==> src/rtl/match_pkg.sv <==
// match_pkg: shared state encoding, round-result codes and helpers for the match controller.
package match_pkg;
   typedef enum logic [2:0] {IDLE, ARM, FIGHT, ROUND_END, MATCH_OVER} state_t;
   localparam logic [1:0] RES_NONE = 2'b00;
   localparam logic [1:0] RES_P1   = 2'b01;
   localparam logic [1:0] RES_P2   = 2'b10;
   localparam logic [1:0] RES_DRAW = 2'b11;
   localparam logic [1:0] HP_KO    = 2'd0;
   function automatic logic [1:0] cmp_res(input logic [1:0] a, input logic [1:0] b);
      return a > b ? RES_P1 : b > a ? RES_P2 : RES_DRAW;
   endfunction
endpackage

==> src/rtl/round_timer.sv <==
// round_timer: loadable down-counter with hold; expire flags count==1.
module round_timer #(
   parameter int W = 8
) (
   input  logic         clk,
   input  logic         rst,
   input  logic         load,
   input  logic         en,
   input  logic         hold,
   input  logic [W-1:0] load_val,
   output logic [W-1:0] count,
   output logic         expire
);
   always_ff @(posedge clk)
      if (rst) count <= '0;
      else if (load) count <= load_val;
      else if (en && !hold && count != '0) count <= count - 1'b1;
   assign expire = count == W'(1);
endmodule

==> src/rtl/match_ctrl.sv <==
// match_ctrl: round/match controller (KO, timeout, win tally, core reset); MATCH_CTRL_SUDDEN_DEATH_EN adds sudden-death rounds.
module match_ctrl #(
   parameter int WINS_NEEDED  = 2,
   parameter int MAX_ROUNDS   = 5,
   parameter int ROUND_CYCLES = 64,
   parameter int PAUSE_CYCLES = 4,
   parameter int RST_HOLD     = 2,
   localparam int TW = $clog2(ROUND_CYCLES + 1)
) (
   input  logic          CLK,
   input  logic          RST,
   input  logic          START,
   input  logic [1:0]    HP1,
   input  logic [1:0]    HP2,
   output logic          GAME_RST,
   output logic          ROUND_ACTIVE,
   output logic [2:0]    ROUND,
   output logic [TW-1:0] TIMER,
   output logic [1:0]    P1_WINS,
   output logic [1:0]    P2_WINS,
   output logic [1:0]    ROUND_RESULT,
   output logic          MATCH_OVER,
   output logic [1:0]    WINNER
);
   import match_pkg::*;
   localparam int AW = $clog2(RST_HOLD + 1);
   localparam int PW = $clog2(PAUSE_CYCLES + 1);
   localparam logic [1:0] WN = 2'(WINS_NEEDED);
   localparam logic [2:0] MR = 3'(MAX_ROUNDS);
   state_t state, state_nxt;
   logic [1:0] fight_res;
   logic t_exp, arm_exp, pause_exp, match_done, go_sd, sd, start_ok;
   logic [AW-1:0] arm_cnt;
   logic [PW-1:0] pause_cnt;
   round_timer #(.W(TW)) u_fight (
      .clk(CLK), .rst(RST), .load(state == ARM && arm_exp), .en(state == FIGHT && fight_res == RES_NONE),
      .hold(sd), .load_val(TW'(ROUND_CYCLES)), .count(TIMER), .expire(t_exp)
   );
   round_timer #(.W(AW)) u_arm (
      .clk(CLK), .rst(RST), .load(state_nxt == ARM && state != ARM), .en(state == ARM),
      .hold(1'b0), .load_val(AW'(RST_HOLD)), .count(arm_cnt), .expire(arm_exp)
   );
   round_timer #(.W(PW)) u_pause (
      .clk(CLK), .rst(RST), .load(state == FIGHT && state_nxt == ROUND_END), .en(state == ROUND_END),
      .hold(1'b0), .load_val(PW'(PAUSE_CYCLES)), .count(pause_cnt), .expire(pause_exp)
   );
   // KO outranks timeout; timeout is suppressed during sudden death
   assign fight_res = (HP1 == HP_KO && HP2 == HP_KO) ? RES_DRAW :
                      HP1 == HP_KO ? RES_P2 :
                      HP2 == HP_KO ? RES_P1 :
                      (t_exp && !sd) ? cmp_res(HP1, HP2) : RES_NONE;
   assign match_done = P1_WINS == WN || P2_WINS == WN || ROUND >= MR;
`ifdef MATCH_CTRL_SUDDEN_DEATH_EN
   assign go_sd = ROUND >= MR && P1_WINS == P2_WINS;
`else
   assign go_sd = 1'b0;
`endif
   assign start_ok = (state == IDLE || state == match_pkg::MATCH_OVER) && START;
   always_comb begin
      state_nxt = state;
      case (state)
         IDLE, match_pkg::MATCH_OVER: state_nxt = START ? ARM : state;
         ARM:       state_nxt = arm_exp ? FIGHT : ARM;
         FIGHT:     state_nxt = fight_res != RES_NONE ? ROUND_END : FIGHT;
         ROUND_END: state_nxt = !pause_exp ? ROUND_END : (match_done && !go_sd) ? match_pkg::MATCH_OVER : ARM;
         default:   state_nxt = IDLE;
      endcase
   end
   always_ff @(posedge CLK)
      if (RST) begin
         state        <= IDLE;
         ROUND        <= '0;
         P1_WINS      <= '0;
         P2_WINS      <= '0;
         ROUND_RESULT <= RES_NONE;
         WINNER       <= RES_NONE;
         sd           <= 1'b0;
      end else begin
         state <= state_nxt;
         if (start_ok) begin
            ROUND        <= 3'd1;
            P1_WINS      <= '0;
            P2_WINS      <= '0;
            ROUND_RESULT <= RES_NONE;
            WINNER       <= RES_NONE;
            sd           <= 1'b0;
         end
         if (state == FIGHT && fight_res != RES_NONE) begin
            ROUND_RESULT <= fight_res;
            P1_WINS      <= P1_WINS + {1'b0, fight_res == RES_P1 && P1_WINS != 2'd3};
            P2_WINS      <= P2_WINS + {1'b0, fight_res == RES_P2 && P2_WINS != 2'd3};
         end
         if (state == ROUND_END && pause_exp) begin
            if (match_done && !go_sd) WINNER <= cmp_res(P1_WINS, P2_WINS);
            else begin
               ROUND <= ROUND == 3'd7 ? ROUND : ROUND + 3'd1;
               sd    <= go_sd;
            end
         end
      end
   assign GAME_RST     = state != FIGHT;
   assign ROUND_ACTIVE = state == FIGHT;
   assign MATCH_OVER   = state == match_pkg::MATCH_OVER;
endmodule

==> config.mk <==
export PLATFORM = sky130hd
export DESIGN_NAME = match_ctrl
export DESIGN_NICKNAME = d
export VERILOG_FILES = /design/src/rtl/match_pkg.sv /design/src/rtl/round_timer.sv /design/src/rtl/match_ctrl.sv
export SDC_FILE = /design/constraint.sdc
export NUM_CORES = 1
export LEC_CHECK = 0
export ABC_CLOCK_PERIOD_IN_PS = 7200
export CAP_MARGIN = 0
export CORE_UTILIZATION = 41
export CTS_CLUSTER_DIAMETER = 30
export DETAILED_ROUTE_END_ITERATION = 10
export PLACE_DENSITY = 0.72
export SLEW_MARGIN = 20
export SYNTH_ARGS = -nofsm -noshare
export SYNTH_HDL_FRONTEND = slang
export SYNTH_HIERARCHICAL = 1
export SYNTH_SLANG_ARGS = --single-unit
==> constraint.sdc <==
create_clock -name CLK -period 7.2 [get_ports CLK]
set_input_delay 1.08 -clock CLK [delete_from_list [all_inputs] [get_ports CLK]]
set_output_delay 1.08 -clock CLK [all_outputs]
set_load 0.03 [all_outputs]
==> flow_summary_export.csv <==
group,metric,value,unit
cts,cts_tree,"built",
floorplanning,die-area,0.00490,mm^2
synth,synth_most_common_cell,"dfxtp_1",
critical_path,path_delay_family,"buffers and inverters",
min_path,min_path_type,"flip-flop to flip-flop",
synth,synth_top_area_cell,"dfxtp_1",
critical_path,cp.arrival,2160,ps
critical_path,cp.required,6120,ps
global_routing,antenna_found_initial,0,
power,p_sw_share,33.9,%
sta,hold_violations,0,
min_path,min_to,"WINNER[0]",
sta,setup_viol,0,
route,wirelength,3720,um
route,drc,0,
route,vias,1618,
synth,yosys_most_used_dff,"dfxtp_1",
finish,fin_area,0.00230,mm^2
synth,synth_cell_types,58,
min_path,min_from,"WINNER[0]",
cts,post_cts_buffers,0,
synth,synthArstFlopShare,0,%
critical_path,path_cells,"inv_1 > or3_1 > clkinv_8 > clkdlybuf4s50_1",
synth,yosys-top-cells-count,"dfxtp_1, inv_1, ha_1, nor2_1, nand2_1",
place,io_buffer_count,27,
sta,max_freq,309,MHz
global_routing,grt_start_max_net_pins,28,
power,power.switching,0.126,mW
job,cap_viol_max_count,0,
power,p_comb_share,29.4,%
finish,finalNetCount,284,
global_routing,grt_remaining_overflow,0,
global_routing,first_global_vias,1518,
min_path,hold-path-cell-count,2,
route,routedWlPerCell,12.0,um
critical_path,reg2reg_from,"state[1]",
critical_path,cp_num_cells,4,
critical_path,crit_buf_inv,3,
place,place_inst,307,
critical_path,startpoint_type,"flip-flop",
power,clkPwrFrac,24.5,%
sta,period_share,45.0,%
synth,synth_edf_count,0,
synth,ys_seq_area_share,28.5,%
cts,cts_resized,0,
synth,synth_area,0.00189,mm^2
cts,postCtsHoldBufs,0,
finish,area_growth,21.5,%
route,detail-route-antenna-nets,0,
power,leakage,0.818,nW
finish,drive_above_1_share,7.72,%
finish,num_antenna_cells,0,
critical_path,rrSetupSlack,4530,ps
finish,nFillCells,432,
cts,cts_root_buffer,"clkbuf_8",
power,internal_power,0.245,mW
floorplanning,row_count,24,
cts,clk_pin_slew,110,ps
sta,setup_tns,0,ps
sta,period_minus_slack,3240,ps
synth,synthesis.instances,218,
cts,clockBufferDepth,2,
sta,rsz0062_at_grt,"false",
critical_path,cp_max_fo,11,
route,dr.pass1.iters,4,
critical_path,r2r-end,"u_fight/count[3]",
floorplanning,core,0.00438,mm^2
sta,slew_headroom,47.6,%
route,drt-initial-drc-count,74,
place,dp_hpwl,2800,um
sta,final_max_slew_viol_count,0,
cts,h-tree-depth,1,
floorplanning,die_w,70.0,um
floorplanning,pin_count,28,
critical_path,cp-end-kind,"primary output",
global_routing,grt_pass1_wl,6550,um
finish,stdcell_count,311,
critical_path,cp_slowest_cell,"clkdlybuf4s50_1",
synth,yosysWarnings,6,
synth,synth_area_leaders,"dfxtp_1, ha_1, a211oi_1",
sta,skew,10.5,ps
cts,clkLatencyLatePin,280,ps
route,avgViaCountPerCell,5.20,
synth,synth_top_area_share,28.5,%
global_routing,grt_use_total,16.2,%
floorplanning,die_y,70.0,um
outcome,status,"finished, final reports clean",
power,power_frac_seq,46.1,%
power,peakVddDrop,0.106,mV
sta,tightest_slew,783,ps
place,gp_congestion,0.744,
cts,cts_buffers,3,
critical_path,crit_type,"flip-flop to primary output",
floorplanning,start_util,43.2,%
critical_path,rr_worst_depth,7,
cts,cts_sinks,27,
critical_path,max_stage_delay,660,ps
sta,holdWs,478,ps
place,placed_area,0.00225,mm^2
synth,syn_area_per_cell,8.69,um^2
power,power_density,161,mW/mm^2
synth,ys_ff_latch,27,
[sequential cells by signal, summed over array words and instances, names as in the netlist]
signal,count
state,3
ROUND,3
P1_WINS,2
sd,1
P2_WINS,2
u_arm/count,2
u_fight/count,7
WINNER,2
u_pause/count,3
ROUND_RESULT,2
[cell families after synthesis]
kind of cell / Yosys count / share of synthesized area [%]
DFF: 27 / 28.5
adders and majority gates: 17 / 11.2
buffers and inverters: 26 / 7.07
other: 2 / 0.396
xor gates and xnor gates: 4 / 1.85
muxes: 2 / 1.06
and+or+nand+nor: 86 / 26.8
AOI/OAI and AO/OA: 54 / 23.1
[how the worst max path moves through the flow]
| stage | slack (ps) | start | to |
|---|---|---|---|
| final | 3960 | state[1] | ROUND_ACTIVE |
| after global routing | 3780 | HP1[1] | P1_WINS[1] |
| after CTS | 3940 | state[1] | ROUND_ACTIVE |
| after detailed placement | 3700 | HP1[1] | P1_WINS[1] |
| after global placement | 3860 | HP1[1] | P1_WINS[1] |
| after floorplan | 4470 | HP1[1] | P1_WINS[1] |
[worst register-to-register path, delay by kind of cell, from the launching register on]
kind	cells	cell delay, ps
AND/OR/NAND/NOR	3	1390
flip-flops	1	540
AO/OA/AOI/OAI	2	400
XOR/XNOR	1	170
buffers and inverters	1	90
[through the flow]
stage | total power [mW] | utilization (%) | setup WS, ps
floorplan | 0.255 | - | 4470
global placement | 0.281 | 51.4 | 3860
detailed placement | 0.283 | 51.4 | 3700
CTS | 0.377 | 52.5 | 3940
global route | 0.396 | 52.5 | 3780
finish | 0.371 | 52.5 | 3960
[power groups by stage]
stage               clock (mW)  sequential (mW)  combinational, mW
floorplan                    0            0.179             0.0762
global placement             0            0.174              0.107
detailed placement           0            0.174              0.109
CTS                     0.0964            0.171              0.109
global route             0.103            0.173              0.121
finish                  0.0909            0.171              0.109
[area by class of cell]
| class | count | area (um^2) | area share (%) |
|---|---|---|---|
| multi-input combinational | 179 | 1270 | 55.3 |
| timing repair buffer | 28 | 278 | 12.1 |
| clock inverter | 1 | 7.51 | 0.326 |
| inverter | 21 | 96.3 | 4.19 |
| clock buffer | 3 | 41.3 | 1.79 |
| tap | 52 | 65.1 | 2.83 |
| sequential | 27 | 541 | 23.5 |
[cells in the final DEF, fill, tap and decap left out, drive strengths merged, types with 2 or more instances in the layout]
cell | netlist | routed
clkinv | 3 | 3
inv | 18 | 18
a31o | 2 | 2
or4 | 3 | 3
o31ai | 5 | 5
o21bai | 2 | 2
xnor2 | 4 | 4
mux2i | 2 | 2
nor2b | 7 | 7
a2111oi | 2 | 2
a211oi | 13 | 13
nand3 | 7 | 7
o31a | 2 | 2
dfxtp | 27 | 27
nor3 | 6 | 6
a311oi | 2 | 2
a21oi | 9 | 9
conb | 2 | 16
nand2b | 10 | 10
nand2 | 15 | 15
clkdlybuf4s50 | 0 | 27
nor2 | 18 | 18
o22ai | 4 | 4
and2 | 4 | 4
nor3b | 6 | 6
o21ai | 4 | 4
clkbuf | 2 | 3
ha | 17 | 17
[per-layer routing]
metal / wire length (um) / up-vias / track usage (%)
li1: - / 853 / -
met1: 1860 / 737 / 20.8
met2: 1690 / 26 / 27.8
met3: 150 / 2 / 3.61
met4: 27 / 0 / 3.33
met5: 0 / - / 0
Power figures use the tool's default switching activity.
